<file path="src/rtl/nibbler_pkg.sv">
// Shared Nibbler CPU definitions: program address width and address type.
package nibbler_pkg;

  localparam int ADDR_W = 12;

  typedef logic [ADDR_W-1:0] addr_t;

endpackage : nibbler_pkg

</file>
<file path="src/rtl/program_counter.sv">
// Nibbler fetch-address register. On each edge it resets, loads a jump target,
// steps by one (wrapping modulo 2^WIDTH), or holds. The priority is Rst > load > inc.
module program_counter
  import nibbler_pkg::*;
#(
  parameter int WIDTH = ADDR_W
) (
  input  logic             clk,
  input  logic             Rst,
  input  logic [WIDTH-1:0] newaddr,
  input  logic             loadPC,
  input  logic             incPC,
  output logic [WIDTH-1:0] addr
);

  logic [WIDTH-1:0] pc_q;
  logic [WIDTH-1:0] pc_d;

  // Next-address select: a load wins over an increment, and neither means hold.
  always_comb begin
    pc_d = pc_q;
    if (loadPC) begin
      pc_d = newaddr;
    end else if (incPC) begin
      pc_d = pc_q + WIDTH'(1);
    end else begin
      pc_d = pc_q;
    end
  end

  // PC register with synchronous reset overriding every other action.
  always_ff @(posedge clk) begin
    if (Rst) begin
      pc_q <= '0;
    end else begin
      pc_q <= pc_d;
    end
  end

  assign addr = pc_q;

endmodule : program_counter

</file>
<file path="config.mk">
export PLATFORM = sky130hd
export DESIGN_NAME = program_counter
export DESIGN_NICKNAME = d
export VERILOG_FILES = /design/src/rtl/nibbler_pkg.sv /design/src/rtl/program_counter.sv
export SDC_FILE = /design/constraint.sdc
export NUM_CORES = 1
export LEC_CHECK = 0
export ABC_AREA = 1
export ABC_CLOCK_PERIOD_IN_PS = 3300
export BUFFER_PORTS_ARGS = -buffer_cell sky130_fd_sc_hd__buf_4
export CAP_MARGIN = 20
export CORE_MARGIN = 2
export CORE_UTILIZATION = 50
export DETAILED_ROUTE_END_ITERATION = 10
export PLACE_DENSITY_LB_ADDON = 0.12
export SYNTH_ARGS = -nofsm -noshare
export SYNTH_HDL_FRONTEND = slang
export SYNTH_SLANG_ARGS = --single-unit
</file>
<file path="constraint.sdc">
create_clock -name clk -period 3.3 [get_ports clk]
set_input_delay 0.66 -clock clk [delete_from_list [all_inputs] [get_ports clk]]
set_output_delay 0.66 -clock clk [all_outputs]
set_load 0.005 [all_outputs]
</file>
# After elaboration in Yosys (flattened, before gate mapping)
# Index checks and enable logic that the tools add are counted.
# W data, S select, Z words.
# classes
n_addsub,1
mul,0
div,0
n_lt_le_gt_ge,0
n_eq_ne,0
shifts,0
muxes,2
bitwise,0
reduce_logical,1
# ops
op,count
$mux W12,2
$add A12 B1 Y12 const B,1
$reduce_bool A2 Y1,1
# word_totals
reg_bits,12
latchBits,0
ram_bits,0
mem_bits_ro,0
in_bits,16
output_inout_bits,12
wordCells,5
n_memories,0

# Longest topological paths before layout
# logic_depth
depth_word,3
mapped_depth,7
mapped_depth_nobuf,7

# Worst setup path after synthesis
# OpenSTA, ideal clock, no wires.
# synth_path
path_kind,input-to-reg
start,in loadPC
end,"reg pc_q[11], in the netlist addr[11]"
setup_time_ns,0.120
arrival_ns,1.196
t_required_ns,3.180
setup_slack_ns,1.984
stages,5
n_path_buf,0
cell_sequence,inv_1 nand2_1 clkinv_1 a22oi_1 a21oi_1
# synth_between
elab_chain_cells,1
elab_cells_between_ends,2
cone_classes,mux (1); reduce/logical (1)
# synth_rtl
element,line_no,source
"start, declared",program_counter.sv:11,"input logic loadPC,"
$mux W12 or $reduce_bool A2 Y1 (tied branches),--,
"end signal, assigned",program_counter.sv:36,pc_q <= pc_d;
"end, declared",program_counter.sv:16,logic [WIDTH-1:0] pc_q;
# Parallel ways exist; a longest one is shown, timed or not.
# A chain may end at the register's enable or synchronous reset.

# Worst setup path after layout
# layout_path
start,"reg pc_q[9], in the netlist addr[9]"
end,out addr[9]
# layout_rtl
element,line_no,source
"end, declared",program_counter.sv:13,output logic [WIDTH-1:0] addr
# No word-level cell between the ends.

==> out/metrics.yaml <==
synth.most_common_cell: "nand2_1"
clock_path_buffers: 2
power_frac_comb_pct: 19.1
ys_seq_elements: 12
ctsHoldBuffers: 0
swShare_pct: 28.9
drt_wl_total_mm: 1.86
rows: 13
cts_tree: "done"
finalPower_uw: 324
end_kind: "output port"
drtAntennaViolNets: 0
clock_latency_ps: 280
track_usage_pct: 21.2
period_share_pct: 46.5
p_seq_share_pct: 51.5
htree_levels: 1
internal_power_uw: 230
synthToLayoutAreaGrowth_pct: 30.6
drc: 0
cts.sinks: 12
arrival_ps: 870
yosys_warnings: 0
tightest_slew_ps: 301
cp_top_family: "flip-flops"
postCtsSetupRepairBufs: 0
worst-path-buf-inv: 1
grt_start_max_net_pins: 13
clock_skew_ps: 2.43
setup_ws_ps: 1770
placed_cells: 150
worstPathMaxFanout: 6
synth_common_cells: "nand2_1, nand3_1, dfxtp_1, inv_1, a21oi_1"
grt_pass1_wl_mm: 2.86
viasPerCell: 5.61
tns_ps: 0
cp-start-kind: "flop"
routedWlPerCell_um: 12.2
fp.dieH_um: 42.4
cap_violations: 0
clk_pin_slew_ps: 70
syn_avg_cell_area_um2: 6.69
pin_count: 28
fillers: 121
cts_root_buf: "clkbuf_4"
power.density_nw_per_um2: 337
hold_viol_final: 0
yosys.cell_types.count: 20
firstDrtPassIters: 6
crit_chain: "buf_4"
dpl.hpwl_mm: 1.35
p_clk_share_pct: 29.3
globalplace.congestion: 0.783
finalSetupViolCount: 0
maxSlewHeadroom_pct: 79.8
rsz0062_at_grt: "no"
fin_nets: 157
yosysSeqAreaShare_pct: 32.7
core_area_um2: 1330
cts_resized: 0
largest_reg_flops: 12
p_leak_nw: 0.449
start_util_pct: 55.2
post-route-min-period_ps: 1530
drt_iter0_markers: 28
io_buffer_count: 27
place_worst_setup_slack_ps: 1580
required_ps: 2640
hold_path_class: "flop to flop"
synth.largest_area_cell: "dfxtp_1"
async_flop_share_pct: 0
diodes: 0
grt_antenna_before_repair: 0
final_max_slew_viol_count: 0
worstSetupPathType: "flop to output port"
synth_edf_count: 0
fin_cells: 153
synth_top_area_share_pct: 32.7
synth_fp_nets: 127
clock.fmax_ghz: 0.652
power_switching_uw: 93.5
synth_flop_cell: "dfxtp_1"
synthCells: 110
vias: 858
ir_drop_mv: 0.297
drive_gt1_share_pct: 26.1
status: "finished clean"
max_stage_delay_ps: 440
synthTopCellsByArea: "dfxtp_1, nand2_1, nand3_1"
slowest_stage: "dfxtp_1"
numCtsBuffers: 3
die_x_um: 42.4
synth.cell_area_um2: 736
dieArea_um2: 1790
grt_pass1_vias: 651
grt_overflow_total: 0
## cell usage in the layout (no fill, tap or decap), types with 2 or more instances in the layout
cell type,instances
nand2_1,29
buf_4,27
o21ai_0,3
nor2_2,3
nor2_1,5
a21oi_1,9
clkbuf_4,3
xor2_1,3
dfxtp_1,12
clkinv_1,2
a22oi_1,8
nand3_1,15
inv_1,12
## routing by layer
| metal | up-vias | track usage [%] | wire length, µm |
|---|---|---|---|
| met3 | 9 | 8.19 | 165 |
| li1 | 423 | - | - |
| met2 | 40 | 33.2 | 867 |
| met4 | 0 | 7.50 | 48 |
| met5 | - | 0 | 0 |
| met1 | 386 | 26.2 | 779 |
## path summary, 6_finish.rpt
kind                            slack (ps)  cells after the start              endpoint                  from
worst max-delay path                  1770                      1               addr[9]  addr[9]$_SDFFE_PP0P_
worst min-delay path                   570                      2  addr[3]$_SDFFE_PP0P_  addr[3]$_SDFFE_PP0P_
worst max register to register        2000                      6  addr[6]$_SDFFE_PP0P_  addr[0]$_SDFFE_PP0P_
worst min register to register         570                      2  addr[3]$_SDFFE_PP0P_  addr[3]$_SDFFE_PP0P_
## cells by family (layout without fill, tap and decap cells)
group                    after synthesis  count (layout)  synth area share [%]
XOR/XNOR                               3               3                  3.57
buffers and inverters                 16              44                  9.69
flip-flops                            12              12                  32.7
adder cells (fa/ha/maj)                1               1                  1.70
AND/OR/NAND/NOR                       56              56                  34.2
AO/OA/AOI/OAI                         22              22                  18.2
## through the flow
stage               area, µm²  util, %  hold WS (ps)
global route              961     72.0           621
finish                    961     72.0           573
CTS                       961     72.0           582
floorplan                 736        -           534
global placement          938     70.4           558
detailed placement        938     70.4           573
## final cells by class
cell class / count / area (µm²) / area share, %
Clock buffer: 3 / 22.5 / 2.34
Inverter: 14 / 52.6 / 5.47
Timing Repair Buffer: 27 / 203 / 21.1
Multi-Input combinational cell: 82 / 424 / 44.1
Sequential cell: 12 / 240 / 25.0
Tap cell: 15 / 18.8 / 1.95
## power by group through the flow
stage / clock [mW] / combinational, mW / sequential (mW)
after floorplan: 0 / 0.0296 / 0.168
after global placement: 0 / 0.0603 / 0.169
after detailed placement: 0 / 0.0618 / 0.170
after CTS: 0.0971 / 0.0620 / 0.167
after global routing: 0.0997 / 0.0690 / 0.168
final: 0.0950 / 0.0620 / 0.167
Note: power is estimated with default switching activity, not from simulation.
